`config.mk`:
```
export PLATFORM = sky130hd
export DESIGN_NAME = rv32m_issue_ctrl
export DESIGN_NICKNAME = d
export VERILOG_FILES = /design/src/rtl/rv32m_issue_ctrl_pkg.sv /design/src/rtl/rv32m_fuse_pred.sv /design/src/rtl/rv32m_issue_ctrl.sv
export SDC_FILE = /design/constraint.sdc
export NUM_CORES = 1
export LEC_CHECK = 0
export CAP_MARGIN = 20
export CORE_MARGIN = 2
export CORE_UTILIZATION = 46
export CTS_BUF_LIST = sky130_fd_sc_hd__clkbuf_4 sky130_fd_sc_hd__clkbuf_8 sky130_fd_sc_hd__clkbuf_16
export DETAILED_ROUTE_END_ITERATION = 8
export PLACE_DENSITY = 0.81
export SLEW_MARGIN = 20
export SYNTH_ARGS = -nofsm -noshare
export SYNTH_HDL_FRONTEND = slang
export SYNTH_SLANG_ARGS = --single-unit
```
`constraint.sdc`:
```
create_clock -name clk -period 1.71 [get_ports clk]
set_input_delay 0.171 -clock clk [delete_from_list [all_inputs] [get_ports clk]]
set_output_delay 0.171 -clock clk [all_outputs]
set_load 0.01 [all_outputs]
```
`src/rtl/rv32m_issue_ctrl_pkg.sv`:
```
// Shared encodings for the RV32M issue controller: func3 values, FSM states
// and the rule deciding which back-to-back M ops the unit can fuse.
package rv32m_issue_ctrl_pkg;

  localparam logic [2:0] F3_MUL    = 3'b000;
  localparam logic [2:0] F3_MULH   = 3'b001;
  localparam logic [2:0] F3_MULHSU = 3'b010;
  localparam logic [2:0] F3_MULHU  = 3'b011;
  localparam logic [2:0] F3_DIV    = 3'b100;
  localparam logic [2:0] F3_DIVU   = 3'b101;
  localparam logic [2:0] F3_REM    = 3'b110;
  localparam logic [2:0] F3_REMU   = 3'b111;

  typedef enum logic [1:0] {
    ST_IDLE     = 2'd0,
    ST_MUL_WAIT = 2'd1,
    ST_DIV_WAIT = 2'd2
  } state_t;

  // A high-half multiply leaves the low half in the array; a divide leaves the remainder.
  function automatic logic is_fuse_pair(input logic [2:0] prev, input logic [2:0] cur);
    logic mulh_mul;
    mulh_mul = ((prev == F3_MULH) || (prev == F3_MULHSU) || (prev == F3_MULHU)) && (cur == F3_MUL);
    return mulh_mul || ((prev == F3_DIV) && (cur == F3_REM)) || ((prev == F3_DIVU) && (cur == F3_REMU));
  endfunction

endpackage

```
`src/rtl/rv32m_fuse_pred.sv`:
```
// Record of the last unfused M op plus the fusable compare against the op in ID.
// Standalone so the ALU side can apply the same prediction rule.
module rv32m_fuse_pred
  import rv32m_issue_ctrl_pkg::*;
#(
  parameter bit ENABLE_FUSE = 1'b1
) (
  input  logic       clk,
  input  logic       clr,
  input  logic       load,
  input  logic       inv,
  input  logic [2:0] func3,
  input  logic [4:0] rs1,
  input  logic [4:0] rs2,
  input  logic [4:0] rd,
  output logic       fusable
);

  logic       rec_valid;
  logic [2:0] rec_func3;
  logic [4:0] rec_rs1;
  logic [4:0] rec_rs2;
  logic [4:0] rec_rd;

  always_ff @(posedge clk or posedge clr) begin
    if (clr) begin
      rec_valid <= 1'b0;
      rec_func3 <= 3'b000;
      rec_rs1   <= 5'd0;
      rec_rs2   <= 5'd0;
      rec_rd    <= 5'd0;
    end else if (inv) begin
      rec_valid <= 1'b0;
    end else if (load) begin
      rec_valid <= 1'b1;
      rec_func3 <= func3;
      rec_rs1   <= rs1;
      rec_rs2   <= rs2;
      rec_rd    <= rd;
    end
  end

  // The first op must not have overwritten either source the second op reads.
  assign fusable = ENABLE_FUSE && rec_valid &&
                   (rec_rs1 == rs1) && (rec_rs2 == rs2) &&
                   (rec_rd != rec_rs1) && (rec_rd != rec_rs2) &&
                   is_fuse_pair(rec_func3, func3);

endmodule

```
`src/rtl/rv32m_issue_ctrl.sv`:
```
// Issue-side controller for the fused RV32M mul/div unit: captures M ops from ID,
// starts the divider, stalls IF/ID while the unit works, predicts fused pairs.
module rv32m_issue_ctrl
  import rv32m_issue_ctrl_pkg::*;
#(
  parameter int unsigned TIMEOUT     = 64,
  parameter bit          ENABLE_FUSE = 1'b1
) (
  input  logic       clk,
  input  logic       clr,
  input  logic       id_valid,
  input  logic       id_rv32m,
  input  logic [2:0] id_func3,
  input  logic [4:0] id_rs1,
  input  logic [4:0] id_rs2,
  input  logic [4:0] id_rd,
  input  logic       flush,
  input  logic       ex_ready,
  input  logic       ex_fuse,
  output logic       e_rv32m,
  output logic [2:0] e_func3,
  output logic       estart_sdivide,
  output logic       estart_udivide,
  output logic       stall,
  output logic       fuse_hint,
  output logic       mismatch,
  output logic       timeout
);

  localparam logic [7:0] WD_LAST = 8'(TIMEOUT - 1);

  state_t     state;
  logic [7:0] wd_cnt;
  logic       in_wait;
  logic       accept;
  logic       fusable;
  logic       wd_fire;
  logic       rec_load;
  logic       rec_inv;
  logic       fuse_sample;

  assign in_wait = (state != ST_IDLE);
  assign stall   = in_wait & ~ex_ready;

  // Handshake: id_valid&id_rv32m is the offer, ~stall the ready; the op is taken
  // in the cycle both hold and flush is low. ex_ready is a one-cycle completion
  // strobe honoured only in a wait state, so completion and the next accept may
  // share a cycle.
  assign accept  = id_valid & id_rv32m & ~stall & ~flush;
  assign wd_fire = stall & (wd_cnt == WD_LAST);
  assign timeout = wd_fire;

  assign fuse_sample = (in_wait & ex_ready) | (e_rv32m & fuse_hint);
  assign mismatch    = fuse_sample & (ex_fuse ^ fuse_hint);

  // A non-M op passing through ID breaks adjacency.
  assign rec_load = accept & ~fusable;
  assign rec_inv  = flush | wd_fire | (accept & fusable) | (id_valid & ~id_rv32m & ~in_wait);

  rv32m_fuse_pred #(
    .ENABLE_FUSE (ENABLE_FUSE)
  ) u_pred (
    .clk     (clk),
    .clr     (clr),
    .load    (rec_load),
    .inv     (rec_inv),
    .func3   (id_func3),
    .rs1     (id_rs1),
    .rs2     (id_rs2),
    .rd      (id_rd),
    .fusable (fusable)
  );

  always_ff @(posedge clk or posedge clr) begin
    if (clr) begin
      state          <= ST_IDLE;
      wd_cnt         <= 8'd0;
      e_rv32m        <= 1'b0;
      e_func3        <= 3'b000;
      fuse_hint      <= 1'b0;
      estart_sdivide <= 1'b0;
      estart_udivide <= 1'b0;
    end else begin
      estart_sdivide <= 1'b0;
      estart_udivide <= 1'b0;
      if (flush) begin
        state     <= ST_IDLE;
        wd_cnt    <= 8'd0;
        e_rv32m   <= 1'b0;
        fuse_hint <= 1'b0;
      end else if (accept) begin
        e_rv32m   <= 1'b1;
        e_func3   <= id_func3;
        fuse_hint <= fusable;
        wd_cnt    <= 8'd0;
        if (fusable) begin
          state <= ST_IDLE;
        end else begin
          state          <= id_func3[2] ? ST_DIV_WAIT : ST_MUL_WAIT;
          estart_sdivide <= id_func3[2] & ~id_func3[0];
          estart_udivide <= id_func3[2] & id_func3[0];
        end
      end else if (stall & ~wd_fire) begin
        wd_cnt <= wd_cnt + 8'd1;
      end else begin
        state     <= ST_IDLE;
        wd_cnt    <= 8'd0;
        e_rv32m   <= 1'b0;
        fuse_hint <= 1'b0;
      end
    end
  end

endmodule

```
# Word-level counts from Yosys, hierarchy flattened
# Cells that the tools add are included.
[op_classes]
bitwise_logic = 29
eq_ne = 13
mux = 21
n_reduce_logical = 17
n_addsub = 1
[ops]
columns = ["op", "count"]
rows = [
  ["two-way mux 8 bit", 3],
  ["bitwise AND 1 bit", 15],
  ["two-way mux 1 bit", 13],
  ["== test 3 bit (second input constant)", 4],
  ["== test 5 bit", 2],
  ["two-way mux 2 bit", 5],
  ["!= test 5 bit", 2],
  ["NOT 1 bit", 9],
  ["adder 8 x 1 -> 8 bit (second input constant)", 1],
  ["== test 8 x 6 -> 1 bit (second input constant)", 1],
  ["logical AND 1 bit", 8],
  ["== test 3 x 2 -> 1 bit (second input constant)", 2],
  ["logical OR 1 bit", 4],
  ["OR 1 bit", 4],
  ["AND reduction 2 bit", 2],
  ["nonzero test 2 bit", 2],
  ["== test 3 x 1 -> 1 bit (second input constant)", 1],
  ["zero test 3 bit", 1],
  ["!= test 3 bit (second input constant)", 1],
  ["XOR 1 bit", 1],
]
[totals]
output_inout_bits = 10
elab_cells = 93
regBits = 36
input_bits = 25

# Logic depth before layout (Yosys ltp)
[logic_depth]
ltp_word = 12
depth_mapped = 7

# Cells and area by module
# Synthesis repeated with hierarchy kept, for this count alone.
[hier_totals]
hier_cells = 148
area_unflattened_um2 = 1805.5
[by_module_without_submodules]
columns = ["module", "area_per_inst_um2", "instances", "cells_each"]
rows = [
  ["rv32m_fuse_pred", 1002.2, 1, 79],
  ["rv32m_issue_ctrl", 803.3, 1, 69],
]

# Least setup slack after synthesis
# OpenSTA, ideal clock, no wires.
[synth_timing]
path_type = "reg-to-reg"
start = "register u_pred.rec_func3[1]"
end = "register u_pred.rec_rd[0]"
setup_time_ps = 125
arrival_time_ps = 1707
stages_incl_launch_ff = 7
synth_period_minus_slack_ps = 1832
t_required_ps = 1585
setup_slack_ps = -122
path_cell_list = "dfrtp_1 -> a211o_1 -> a211oi_2 -> nand4_1 -> o21ai_2 -> buf_6 -> mux2_4"
[synth_between]
elab_chain_len = 12
[synth_rtl]
columns = ["item", "line", "source"]
rows = [
  ["start, declared", "rv32m_fuse_pred.sv:20", "logic [2:0] rec_func3;"],
  ["start signal, assigned", "rv32m_fuse_pred.sv:36", "rec_func3 <= func3;"],
  ["== test 3 x 1 -> 1 bit / == test 3 x 2 -> 1 bit (equally long branches)", "rv32m_issue_ctrl_pkg.sv:23", "mulh_mul = ((prev == F3_MULH) || (prev == F3_MULHSU) || (prev == F3_MULHU)) && (cur == F3_MUL);"],
  ["logical OR 1 bit (2 in series)", "rv32m_issue_ctrl_pkg.sv:23", ""],
  ["logical AND 1 bit", "rv32m_issue_ctrl_pkg.sv:23", ""],
  ["logical OR 1 bit", "rv32m_issue_ctrl_pkg.sv:24", "return mulh_mul || ((prev == F3_DIV) && (cur == F3_REM)) || ((prev == F3_DIVU) && (cur == F3_REMU));"],
  ["logical OR 1 bit *", "rv32m_issue_ctrl_pkg.sv:24", ""],
  ["logical AND 1 bit *", "rv32m_fuse_pred.sv:46", "(rec_rd != rec_rs1) && (rec_rd != rec_rs2) &&"],
  ["bitwise AND 1 bit", "rv32m_issue_ctrl.sv:58", "assign rec_inv = flush | wd_fire | (accept & fusable) | (id_valid & ~id_rv32m & ~in_wait);"],
  ["OR 1 bit (2 in series)", "rv32m_issue_ctrl.sv:58", ""],
  ["NOT 1 bit (no source line)", "n/a", ""],
  ["AND reduction 2 bit (no source line) *", "n/a", ""],
  ["end signal, assigned", "rv32m_fuse_pred.sv:39", "rec_rd <= rd;"],
  ["end, declared", "rv32m_fuse_pred.sv:23", "logic [4:0] rec_rd;"],
]
# Every way passes the cells marked *; elsewhere a longest branch is shown, timed or not.
# A chain may end at the register's enable or synchronous reset.

# Worst setup path in the final report
[layout_timing]
start = "input id_func3[0]"
end = "register u_pred.rec_rs2[3]"
[layout_between]
elab_chain_len = 10
[layout_rtl]
columns = ["item", "line", "source"]
rows = [
  ["start, declared", "rv32m_issue_ctrl.sv:13", "input logic [2:0] id_func3,"],
  ["== test 3 bit / zero test 3 bit (equally long branches)", "rv32m_issue_ctrl_pkg.sv:24, rv32m_issue_ctrl_pkg.sv:23", ""],
  ["logical AND 1 bit (on tied branches)", "rv32m_issue_ctrl_pkg.sv:24, rv32m_issue_ctrl_pkg.sv:23", ""],
  ["logical OR 1 bit", "rv32m_issue_ctrl_pkg.sv:24", ""],
  ["logical OR 1 bit *", "rv32m_issue_ctrl_pkg.sv:24", ""],
  ["logical AND 1 bit *", "rv32m_fuse_pred.sv:46", ""],
  ["bitwise AND 1 bit", "rv32m_issue_ctrl.sv:58", ""],
  ["OR 1 bit (2 in series)", "rv32m_issue_ctrl.sv:58", ""],
  ["NOT 1 bit (no source line)", "n/a", ""],
  ["AND reduction 2 bit (no source line) *", "n/a", ""],
  ["end signal, assigned", "rv32m_fuse_pred.sv:38", "rec_rs2 <= rs2;"],
  ["end, declared", "rv32m_fuse_pred.sv:22", "logic [4:0] rec_rs2;"],
]
# Marked as above.

==> flow_summary.toml <==
[drt]
drtIter0Drc = 43
avgViaCountPerCell = 4.96
wire_per_inst_microns = 13.5
drc = 0
final_antenna_net_count = 0
num_vias = 1360
wirelength_mm = 3.70
drtPass1Iterations = 4

[logic_synthesis]
syn-num-nets = 176
synth.distinct_cells = 30
synth_seq_cells = 36
ys_seq_area_share_pct = 50.7
yosys_warnings = 0
syn-instance-count = 150
synth_top_area_share_pct = 50.7
synthArstFlopShare_pct = 100
synth_most_common_cell = "dfrtp_1"
synth_area_leaders = "dfrtp_1 (51%), xnor2_1 (8.9%), mux2_4 (8.4%)"
ys.flop_type = "dfrtp_1"
synth_top_area_cell = "dfrtp_1"
synthTopCellsByCount = "dfrtp_1 (36), xnor2_1 (18), mux2_4 (10), nor2_1 (10), xor2_1 (9)"
synth_edf_count = 0
syn_area_per_cell_sq_um = 11.9
syn_area_sq_um = 1780

[global_routing]
busiest_layer = "met2"
grt_use_met2_pct = 35.9
grt_pass1_vias = 1461
grt_max_degree = 37
met3_usage_pct = 5.62
grt-ovfl-total = 0
grt.total_usage_pct = 20.0
grt_pass1_wl_mm = 6.50
grt_antenna_before_repair = 0
met1_usage_pct = 23.2

[place]
dp_hpwl_mm = 2.80
gp_congestion = 0.811
port_buffers = 34
dpl.cell_count = 262

[die]
start_util_pct = 48.2
die_h_microns = 66.2
rows = 22
core_area_sq_um = 3690
num_io_pins = 35
die_area_sq_um = 4380
die_w_microns = 66.2

[critical_path]
cp_max_fo = 14
worst_setup_path_start_kind = "input port"
cp.arrival_ns = 2.06
reg2reg_slack_ns = -0.18
regToRegStartpoint = "u_pred.rec_func3[0]"
worst_r2r_path_depth = 7
r2r_end = "u_pred.rec_rs2[3]"
worstSetupEndpointType = "flip-flop"
critPathKind = "in -> reg"
required_ns = 1.88

[cts]
cts.sinks = 36
clock_latency_ns = 0.29
clock_path_buffers = 2
ctsHoldBuffers = 0
ctsRootBufferMaster = "clkbuf_8"
cts_buffers = 5
cts_tree = "built"
clkTransAtPathRegs_ns = 0.07
htree_levels = 2

[finish]
drive_above_1_share_pct = 36.7
nNetsFinal = 251
area_delta_synth_final_pct = 49.8
insertedDiodeCount = 0
layout.cells.non_filler = 274
utilization_pct = 72.2

[sta]
maxSlewViolCount = 0
fin_ws_ns = -0.183
hold_violations = 0
tightestPinTransition_ns = 0.445
slew_headroom_pct = 70.3
tns_ns = -3.04
setup_viol = 19
max_freq_ghz = 0.528
skew_ns = 0.00753
timing.hold.ws_ns = 0.274
period_share_pct = 111
rsz0062_at_grt = "yes"
finalCriticalPeriod_ns = 1.89

[job]
max_cap_violations = 0

[status]
status = "complete, but fails checks"
violations = "negative setup slack"

[power]
leakage_nw = 1.25
vdd_drop_max_mv = 0.486
p_per_area_nw_per_um2 = 936
total_power_w = 0.00249

[min_path]
hold_path.class = "in -> async"
==> per-stage QoR <==
| stage | setup slack [ns] | cell area [sq um] |
|---|---|---|
| floorplan | -0.110 | 1800 |
| global placement | -0.470 | 2430 |
| detailed placement | -0.577 | 2430 |
| CTS | -0.185 | 2610 |
| global route | -0.316 | 2660 |
| finish | -0.183 | 2660 |
==> worst max path at each step <==
| stage | cells past startpoint | from | to | slack [ns] |
|---|---|---|---|---|
| floorplan | 7 | u_pred.rec_rs2[2] | u_pred.rec_rd[0] | -0.11 |
| global route | 7 | u_pred.rec_rs1[1] | u_pred.rec_rs2[4] | -0.32 |
| CTS | 7 | u_pred.rec_rs1[4] | u_pred.rec_rd[2] | -0.18 |
| global placement | 8 | id_func3[2] | u_pred.rec_rs1[4] | -0.47 |
| detailed placement | 8 | id_func3[2] | u_pred.rec_func3[2] | -0.58 |
| finish | 8 | id_func3[0] | u_pred.rec_rs2[3] | -0.18 |
==> critical path, cell delays in order <==
cell             delay (ns)
clkdlybuf4s50_1        0.48
nand2_1                0.07
a211o_1                0.30
a211oi_2               0.16
nand4_1                0.14
o21ai_2                0.23
buf_12                 0.20
mux2_4                 0.31
==> per-layer routing <==
metal  vias up  part of all wire (%)
met4         0                   1.1
met2        39                    52
met5         -                     0
li1        669                     -
met1       648                    41
met3         4                   5.4
==> what timing repair did <==
| action | in CTS | in global routing |
|---|---|---|
| cloned | 0 | 0 |
| setup endpoints to repair | 28 | 29 |
| pin swaps | 8 | 3 |
| buffers inserted | 2 | 5 |
| resized for setup | 20 | 14 |
==> registers in the layout, indices dropped and copies added (netlist names) <==
name / cells
u_pred.rec_rd: 5
e_rv32m: 1
e_func3: 3
u_pred.rec_rs1: 5
fuse_hint: 1
estart_udivide: 1
estart_sdivide: 1
state: 2
u_pred.rec_valid: 1
wd_cnt: 8
u_pred.rec_func3: 3
u_pred.rec_rs2: 5
==> layout by cell type (no fill, tap or decap), types with 2 or more instances in the layout <==
| master | count |
|---|---|
| and3_1 | 2 |
| buf_4 | 33 |
| buf_6 | 3 |
| clkbuf_8 | 5 |
| clkdlybuf4s50_1 | 30 |
| dfrtp_1 | 36 |
| dlygate4sd2_1 | 2 |
| inv_1 | 5 |
| mux2_2 | 3 |
| mux2_4 | 18 |
| nand2_1 | 8 |
| nand3_1 | 5 |
| nand4_1 | 3 |
| nor2_1 | 9 |
| nor3_1 | 4 |
| nor3_2 | 2 |
| nor3_4 | 2 |
| o21ai_0 | 2 |
| o21ai_2 | 4 |
| or3_1 | 2 |
| xnor2_1 | 18 |
| xor2_1 | 9 |
==> report_power, final <==
| part | switching (W) | internal (W) | total (W) |
|---|---|---|---|
| logic | 0.000247 | 0.000443 | 0.000690 |
| clock network | 0.000293 | 0.000448 | 0.000742 |
| registers | 0.000101 | 0.000961 | 0.00106 |
==> cell families after synthesis <==
family | Yosys count | share of synthesized area [%]
buffers and inverters | 9 | 2.74
adders and majority gates | 1 | 0.704
xor gates and xnor gates | 27 | 13.3
muxes | 21 | 15.4
DFF | 36 | 50.7
and+or+nand+nor | 42 | 11.5
AOI/OAI and AO/OA | 14 | 5.63
==> final cells by class <==
type / count / area [sq um]
timing repair buffer: 71 / 629
tap: 48 / 60.1
fill: 277 / 1020
sequential: 36 / 901
inverter: 6 / 22.5
multi-input combinational: 105 / 940
clock buffer: 6 / 76.3
clock inverter: 2 / 35.0
(Power assumes the default switching activity.)
